## src/rtl/red_pitaya_mux_sampler.sv

```systemverilog
// Averages 2^k ADC samples per settled mux dwell and publishes tagged channel means.
// Define MUX_SAMPLER_PEAK_EN to add the per-channel window peak bank (ch_peak_o).
module red_pitaya_mux_sampler #(
  parameter int CHNL     = 6,
  parameter int MAW      = 3,
  parameter int ADW      = 14,
  parameter int MAX_LOG2 = 6
) (
  input  logic                adc_clk_i,
  input  logic                adc_rstn_i,
  input  logic [ADW-1:0]      adc_dat_i,
  input  logic [MAW-1:0]      mux_addr_i,
  input  logic                signal_stable_i,
  input  logic [CHNL-1:0]     active_channels_i,
  input  logic [2:0]          avg_log2_i,
  output logic                smp_valid_o,
  output logic [MAW-1:0]      smp_chan_o,
  output logic [ADW-1:0]      smp_dat_o,
  output logic [CHNL*ADW-1:0] ch_dat_o,
  output logic                frame_done_o,
`ifdef MUX_SAMPLER_PEAK_EN
  output logic [CHNL*ADW-1:0] ch_peak_o,
`endif
  output logic [15:0]         drop_cnt_o
);
  localparam int AW = ADW + MAX_LOG2;
  localparam int CW = MAX_LOG2 + 1;
  localparam int NA = 2**MAW;

  // state   | meaning
  // S_WAIT  | idle until the mux is stable on an active channel
  // S_ACCUM | summing 2^k samples; any address change or instability aborts
  // S_HOLD  | mean published, ignore samples until the mux moves on
  typedef enum logic [1:0] {S_WAIT, S_ACCUM, S_HOLD} state_t;

  state_t              state_q, state_d;
  logic [MAW-1:0]      addr_q, chan_q, chan_d, pend_chan_q, pend_chan_d, smp_chan_q, smp_chan_d;
  logic                stab_q, pend_q, pend_d, smp_valid_q, smp_valid_d, frame_q, frame_d;
  logic [ADW-1:0]      dat_q, pend_dat_q, pend_dat_d, smp_dat_q, smp_dat_d, acc_shr;
  logic [2:0]          k_q, k_d, k_in;
  logic [AW-1:0]       acc_q, acc_d, dat_ext, acc_sum;
  logic [CW-1:0]       cnt_q, cnt_d, cnt_inc, cnt_tgt;
  logic [15:0]         drop_q, drop_d;
  logic [CHNL-1:0]     done_q, done_d, done_set;
  logic [CHNL*ADW-1:0] ch_dat_q, ch_dat_d;
  logic [NA-1:0]       act_pad;
  logic                chan_ok;

  always_comb begin
    act_pad = '0;
    act_pad[CHNL-1:0] = active_channels_i;
    chan_ok = stab_q && act_pad[addr_q];
    dat_ext = {{MAX_LOG2{dat_q[ADW-1]}}, dat_q};
    acc_sum = acc_q + dat_ext;
    cnt_inc = cnt_q + CW'(1);
    cnt_tgt = CW'(1) << k_q;
    acc_shr = ADW'($signed(acc_sum) >>> k_q);
    k_in    = (avg_log2_i > 3'(MAX_LOG2)) ? 3'(MAX_LOG2) : avg_log2_i;
  end

  always_comb begin
    state_d     = state_q;
    chan_d      = chan_q;
    k_d         = k_q;
    acc_d       = acc_q;
    cnt_d       = cnt_q;
    drop_d      = drop_q;
    pend_d      = 1'b0;
    pend_chan_d = pend_chan_q;
    pend_dat_d  = pend_dat_q;
    case (state_q)
      S_WAIT: begin
        if (chan_ok) begin
          chan_d = addr_q;
          k_d    = k_in;
          acc_d  = dat_ext;
          cnt_d  = CW'(1);
          if (k_in == 3'd0) begin
            state_d     = S_HOLD;
            pend_d      = 1'b1;
            pend_chan_d = addr_q;
            pend_dat_d  = dat_q;
          end else begin
            state_d = S_ACCUM;
          end
        end
      end
      S_ACCUM: begin
        if (!stab_q || addr_q != chan_q) begin
          state_d = S_WAIT;
          if (drop_q != 16'hFFFF) drop_d = drop_q + 16'd1;
        end else begin
          acc_d = acc_sum;
          cnt_d = cnt_inc;
          if (cnt_inc == cnt_tgt) begin
            state_d     = S_HOLD;
            pend_d      = 1'b1;
            pend_chan_d = chan_q;
            pend_dat_d  = acc_shr;
          end
        end
      end
      S_HOLD: begin
        if (addr_q != chan_q) state_d = S_WAIT;
      end
      default: state_d = S_WAIT;
    endcase
  end

  // Output stage: publish the pending mean and track frame completion.
  always_comb begin
    smp_valid_d = pend_q;
    smp_chan_d  = smp_chan_q;
    smp_dat_d   = smp_dat_q;
    ch_dat_d    = ch_dat_q;
    done_set    = done_q;
    done_d      = done_q;
    frame_d     = 1'b0;
    if (pend_q) begin
      smp_chan_d = pend_chan_q;
      smp_dat_d  = pend_dat_q;
      for (int c = 0; c < CHNL; c++) begin
        if (pend_chan_q == MAW'(c)) begin
          ch_dat_d[c*ADW +: ADW] = pend_dat_q;
          done_set[c] = 1'b1;
        end
      end
      if (active_channels_i != '0 && (done_set & active_channels_i) == active_channels_i) begin
        frame_d = 1'b1;
        done_d  = '0;
      end else begin
        done_d = done_set;
      end
    end
  end

  always_ff @(posedge adc_clk_i) begin
    if (!adc_rstn_i) begin
      addr_q      <= '0;
      stab_q      <= 1'b0;
      dat_q       <= '0;
      state_q     <= S_WAIT;
      chan_q      <= '0;
      k_q         <= '0;
      acc_q       <= '0;
      cnt_q       <= '0;
      drop_q      <= '0;
      pend_q      <= 1'b0;
      pend_chan_q <= '0;
      pend_dat_q  <= '0;
      smp_valid_q <= 1'b0;
      smp_chan_q  <= '0;
      smp_dat_q   <= '0;
      ch_dat_q    <= '0;
      done_q      <= '0;
      frame_q     <= 1'b0;
    end else begin
      addr_q      <= mux_addr_i;
      stab_q      <= signal_stable_i;
      dat_q       <= adc_dat_i;
      state_q     <= state_d;
      chan_q      <= chan_d;
      k_q         <= k_d;
      acc_q       <= acc_d;
      cnt_q       <= cnt_d;
      drop_q      <= drop_d;
      pend_q      <= pend_d;
      pend_chan_q <= pend_chan_d;
      pend_dat_q  <= pend_dat_d;
      smp_valid_q <= smp_valid_d;
      smp_chan_q  <= smp_chan_d;
      smp_dat_q   <= smp_dat_d;
      ch_dat_q    <= ch_dat_d;
      done_q      <= done_d;
      frame_q     <= frame_d;
    end
  end

`ifdef MUX_SAMPLER_PEAK_EN
  logic [ADW-1:0]      win_pk_q, win_pk_d, pend_pk_q, pend_pk_d, pk_max;
  logic [CHNL*ADW-1:0] ch_pk_q, ch_pk_d;

  always_comb begin
    pk_max    = ($signed(dat_q) > $signed(win_pk_q)) ? dat_q : win_pk_q;
    win_pk_d  = win_pk_q;
    pend_pk_d = pend_pk_q;
    ch_pk_d   = ch_pk_q;
    if (state_q == S_WAIT && chan_ok) begin
      win_pk_d  = dat_q;
      pend_pk_d = dat_q;
    end else if (state_q == S_ACCUM) begin
      win_pk_d  = pk_max;
      pend_pk_d = pk_max;
    end
    if (pend_q) begin
      for (int c = 0; c < CHNL; c++) begin
        if (pend_chan_q == MAW'(c)) ch_pk_d[c*ADW +: ADW] = pend_pk_q;
      end
    end
  end

  always_ff @(posedge adc_clk_i) begin
    if (!adc_rstn_i) begin
      win_pk_q  <= '0;
      pend_pk_q <= '0;
      ch_pk_q   <= {CHNL{1'b1, {(ADW-1){1'b0}}}};
    end else begin
      win_pk_q  <= win_pk_d;
      pend_pk_q <= pend_pk_d;
      ch_pk_q   <= ch_pk_d;
    end
  end

  assign ch_peak_o = ch_pk_q;
`endif

  assign smp_valid_o  = smp_valid_q;
  assign smp_chan_o   = smp_chan_q;
  assign smp_dat_o    = smp_dat_q;
  assign ch_dat_o     = ch_dat_q;
  assign frame_done_o = frame_q;
  assign drop_cnt_o   = drop_q;
endmodule
```

## config.mk

```make
export PLATFORM = sky130hd
export DESIGN_NAME = red_pitaya_mux_sampler
export DESIGN_NICKNAME = d
export VERILOG_FILES = /design/src/rtl/red_pitaya_mux_sampler.sv
export SDC_FILE = /design/constraint.sdc
export NUM_CORES = 1
export LEC_CHECK = 0
export ABC_AREA = 1
export ABC_CLOCK_PERIOD_IN_PS = 2700
export BUFFER_PORTS_ARGS = -buffer_cell sky130_fd_sc_hd__buf_2
export CAP_MARGIN = 20
export CORE_MARGIN = 5
export CORE_UTILIZATION = 27
export DETAILED_ROUTE_END_ITERATION = 16
export PLACE_DENSITY = 0.49
export SETUP_SLACK_MARGIN = 0.2
export SLEW_MARGIN = 20
export SYNTH_ARGS = -nofsm -noshare
export SYNTH_HDL_FRONTEND = slang
export SYNTH_SLANG_ARGS = --single-unit
```

## constraint.sdc

```tcl
create_clock -name adc_clk_i -period 2.7 [get_ports adc_clk_i]
set_input_delay 0.27 -clock adc_clk_i [delete_from_list [all_inputs] [get_ports adc_clk_i]]
set_output_delay 0.27 -clock adc_clk_i [all_outputs]
set_load 0.005 [all_outputs]
```

After elaboration in Yosys (flattened, before gate mapping)
Cells that the tools add are included.
Storage, ports and cells
  register bits after elaboration: 196
  input bits: 29
  output and inout port bits: 119
  logic and storage cells: 113
Operators by class
  add/subtract/negate cells: 3
  order comparisons: 2
  equal/unequal tests: 17
  shift-type cells: 2
  mux-type cells: 44
  bitwise logic cells: 1
  reduce and logical (&&, ||, !) cells: 21
Operators by type and width (count)
  14-bit 2-to-1 mux: 4
  20-bit 2-to-1 mux: 2
  20-bit case mux with 2 select lines: 1
  14-bit case mux with 2 select lines: 1
  20-bit adder: 1
  20-bit by 3-bit >>> shifter with 14-bit output: 1
  1-bit 2-to-1 mux: 18
  16-bit by 1-bit adder with 16-bit output, second input constant: 1
  16-bit inequality test, second input constant: 1
  2-bit AND reduction: 8
  3-bit 2-to-1 mux: 5
  7-bit 2-to-1 mux: 2
  7-bit case mux with 2 select lines: 1
  2-bit 2-to-1 mux: 5
  2-bit inequality test, second input constant: 5
  3-bit AND reduction: 3
  7-bit by 1-bit adder with 7-bit output, second input constant: 1
  7-bit == test: 1
  1-bit by 3-bit << shifter with 7-bit output, first input constant: 1
  6-bit AND: 1
  3-bit by 2-bit == test with 1-bit output, second input constant: 2
  3-bit == test, second input constant: 2
  6-bit == test: 1
  3-bit zero test: 2
  19 further kinds: 20

Longest topological paths before layout
  depth in word-level cells: 7
  gate-level depth with buffers: 16
  depth with buffers taken out: 16

Least setup slack after synthesis
No wires, ideal clock.
  path kind: register to register
  start: register dat_q[0]
  end: register pend_dat_q[13]
  library setup time: 70 ps
  arrival: 1892 ps
  data required time: 2630 ps
  setup slack: 739 ps
  cell stages (with the launch flop): 14
  path buffers: 0
  clock period less this slack: 1961 ps
  path through: dfxtp_1 ha_1 fa_1 nand2_1 nand2_1 nand3_1 nand2_1 nand2_1 nand3_1 nand3_1 nand3_1 nand3_1 nand3_1 a21oi_1
Between the ends
  word-level cells in the longest chain between the ends: 5
RTL lines
  start: declaration: RTL line 39  | logic [ADW-1:0] dat_q, pend_dat_q, pend_dat_d, smp_dat_q, smp_dat_d, acc_shr;
  start signal: assignment: RTL line 160  | dat_q <= adc_dat_i;
  20-bit adder: RTL line 54  | acc_sum = acc_q + dat_ext;
  20-bit by 3-bit >>> shifter with 14-bit output: RTL line 57  | acc_shr = ADW'($signed(acc_sum) >>> k_q);
  14-bit 2-to-1 mux: RTL line 95  | if (cnt_inc == cnt_tgt) begin
  14-bit 2-to-1 mux: RTL line 89  | if (!stab_q || addr_q != chan_q) begin
  14-bit case mux with 2 select lines: RTL line 71  | case (state_q)
  end signal: assignment: RTL line 169  | pend_dat_q <= pend_dat_d;
  end: declaration: RTL line 39
Every way passes these cells. The select of a mux whose other input is x is not followed.
A chain may end at the register's enable or synchronous reset.

Final worst setup path
  start: register dat_q[0]
  end: register pend_dat_q[8]
Same word-level chain as after synthesis.

==> impl_metrics.py <==
metrics = {
    "critical_path": {
        "critPathLaunchType": "flip-flop",
        "worst-setup-path-type": "reg2reg",
        "slowest_delay_ps": 430,
        "worstPathCellList": "ha_1 -> fa_1 -> nand2_1 -> nand2_1 -> nand3_1 -> nand2_1 -> xnor2_1 -> nand2_1 -> nand3_1 -> nand3_1 -> nand3_1 -> a21oi_1",
        "worstPathRequired_ps": 3040,
        "crit_arrival_ps": 2640,
        "critPathMaxFanout": 3,
        "path_buf_inv": 0,
        "path_delay_family": "simple AND/OR/NAND/NOR gates",
        "crit_slowest_cell": "fa_1",
        "cp-end-kind": "flip-flop",
    },
    "global_route": {
        "grt_usage_pct": 15.7,
        "gr-total-overflow": 0,
        "grt_first_pass_wirelength_mm": 48.6,
        "grt_pass1_vias": 8844,
        "grt_max_degree": 56,
        "antenna_found_initial": 0,
    },
    "placement": {
        "hpwlAfterDp_mm": 23.3,
        "gp_congestion": 0.883,
        "port_buffers": 147,
        "place_ws_ps": 399,
    },
    "sta": {
        "fmax_mhz": 435,
        "fin_worst_skew_ps": 12.5,
        "slew_violations": 0,
        "worst_pin_slew_ps": 683,
        "finalCriticalPeriod_ps": 2300,
        "slew_headroom_pct": 54.3,
        "rsz0062_at_grt": "no",
        "finalSetupViolCount": 0,
        "hold_viol": 0,
        "tns_ps": 0,
        "timing.final.ws_setup_ps": 401,
        "final.period_utilization_pct": 85.2,
    },
    "route": {
        "avgViaCountPerCell": 4.72,
        "drt_wl_total_mm": 30.5,
        "route.detailed.drc": 0,
        "ant_nets": 0,
        "drtIter0Drc": 764,
        "vias": 9235,
        "routedWlPerCell_um": 15.6,
        "first_pass_iters": 5,
    },
    "synthesis": {
        "synthArstFlopShare_pct": 0,
        "synth_flop_cell": "dfxtp_1",
        "synth-edff-count": 0,
        "synthSimpleGateAreaFrac_pct": 24.5,
        "syn_nets": 1401,
        "netlist_instances": 1350,
        "netlist-cell-type-count": 37,
        "synth-xor-area-share_pct": 2.24,
        "ys_seq_area_share_pct": 41.9,
        "yosysWarnings": 0,
        "synthMuxAreaShare_pct": 0.214,
        "syn_area_um2": 9360,
        "synth_top_family_by_area": "simple AND/OR/NAND/NOR gates",
        "synth_seq_cells": 196,
        "synth_compound_area_share_pct": 18.4,
        "yosys.area_share.adder_pct": 3.02,
        "syn_area_per_cell_um2": 6.94,
    },
    "floorplan": {
        "dieArea_um2": 38500,
        "rows": 68,
        "initial_core_util_pct": 27.2,
        "chipHeight_um": 196,
        "ioPinCount": 148,
        "fp.dieW_um": 196,
        "design.core.area_um2": 34400,
    },
    "layout": {
        "n_fill_cell": 3822,
        "nets": 1538,
        "layout_common_cells": "nand2_1, dfxtp_1, inv_1",
        "post-route-util_pct": 32.8,
        "mostFrequentLayoutCell": "nand2_1",
        "syn2layout_area_growth_pct": 20.5,
        "drive_above_1_share_pct": 14.5,
        "antenna_cells": 0,
    },
    "clocking": {
        "cts_buffer_depth": 2,
        "path_clk_slew_ps": 80,
        "cts_root_buf": "clkbuf_16",
        "cts_tree": "yes",
        "cts_buffers": 17,
        "htreeDepth": 4,
        "cts_sinks": 196,
        "worstSkewPairLatency_ps": 440,
    },
    "power": {
        "p_leak_nw": 5.19,
        "power_density_nw_per_um2": 560,
        "ir_drop_uv": 449,
    },
    "run_status": {
        "run_status": "completed",
    },
    "hold_path": {
        "hp-class": "in2reg",
    },
    "flow_run": {
        "maxCapViolations": 0,
    },
}
==> path summary, 6_finish.rpt <==
path,startpoint,to,slack (ps),depth (start not counted)
setup / recovery,dat_q[0],pend_dat_q[8],400,12
hold / removal,adc_dat_i[2],dat_q[2],20,3
setup reg to reg,dat_q[0],pend_dat_q[8],400,12
hold reg to reg,ch_dat_o[30],ch_dat_o[30],440,2
==> registers in the layout, summed over array words and instances, names as in the netlist, 3 cells and up <==
signal,cells
acc_q,20
k_q,3
smp_dat_o,14
dat_q,14
ch_dat_o,84
cnt_q,7
smp_chan_o,3
addr_q,3
pend_chan_q,3
chan_q,3
drop_cnt_o,16
pend_dat_q,14
done_q,6
==> metal layers <==
metal	up-vias	part of all wire [%]	track usage (%)
met2	213	45	24.8
met3	24	4.5	2.52
met5	-	0	0
met4	0	1.4	4.16
met1	4272	49	22.2
li1	4726	-	-
==> cells in the mapped netlist, types with 8 or more instances <==
library cell | n | area share (%)
dfxtp_1 | 196 | 42
nand2_1 | 259 | 10
a21oi_1 | 156 | 8.3
nand4_1 | 11 | 0.73
nand3_1 | 138 | 7.4
nor3_1 | 17 | 0.91
o21ai_0 | 133 | 7.1
clkbuf_1 | 45 | 1.8
a211oi_1 | 16 | 1.3
nor2_1 | 107 | 4.3
ha_1 | 21 | 2.8
xor2_1 | 16 | 1.5
inv_1 | 169 | 6.8
xnor2_1 | 8 | 0.75
==> cells by family after synthesis <==
kind of cell / Yosys count
muxes: 2
DFF: 196
adders and majority gates: 22
AOI/OAI and AO/OA: 327
xor gates and xnor gates: 24
and+or+nand+nor: 543
buffers and inverters: 236
==> final cells by class <==
cell class                      count  area [um2]  area share [%]
Timing Repair Buffer              179        1010            8.93
Multi-Input combinational cell    918        4540            40.2
Clock inverter                     13         136            1.21
Sequential cell                   196        3930            34.8
Tap cell                          455         569            5.04
Clock buffer                       19         453            4.01
Inverter                          175         657            5.82
==> timing repair <==
| item | CTS | global route |
|---|---|---|
| buffers inserted | 0 | 0 |
| setup endpoints to repair | 0 | 3 |
| gates resized for setup | 0 | 4 |
| hold buffers | 7 | 0 |
| endpoints found under the hold margin | 7 | 0 |
==> per-stage QoR <==
stage / total power, mW / cell area (um2) / hold WS, ps / std cells
after floorplan: 3.58 / 9360 / 368 / 1350
after global routing: 6.63 / 11300 / 19.5 / 1955
after global placement: 3.81 / 10600 / 430 / 1916
final: 6.32 / 11300 / 20.2 / 1955
after detailed placement: 3.81 / 10600 / 433 / 1916
after CTS: 6.40 / 11300 / 0.359 / 1955
==> report_power, final <==
part | total [mW] | internal, mW | switching, mW
Sequential | 3.00 | 2.95 | 0.0525
Combinational | 0.750 | 0.255 | 0.495
Clock | 2.57 | 1.29 | 1.28
==> worst min-delay path, cell delays in order <==
cell,delay [ps]
buf_2,80
nand2_1,40
inv_1,40
No activity file was read; power rests on OpenSTA's default activity.
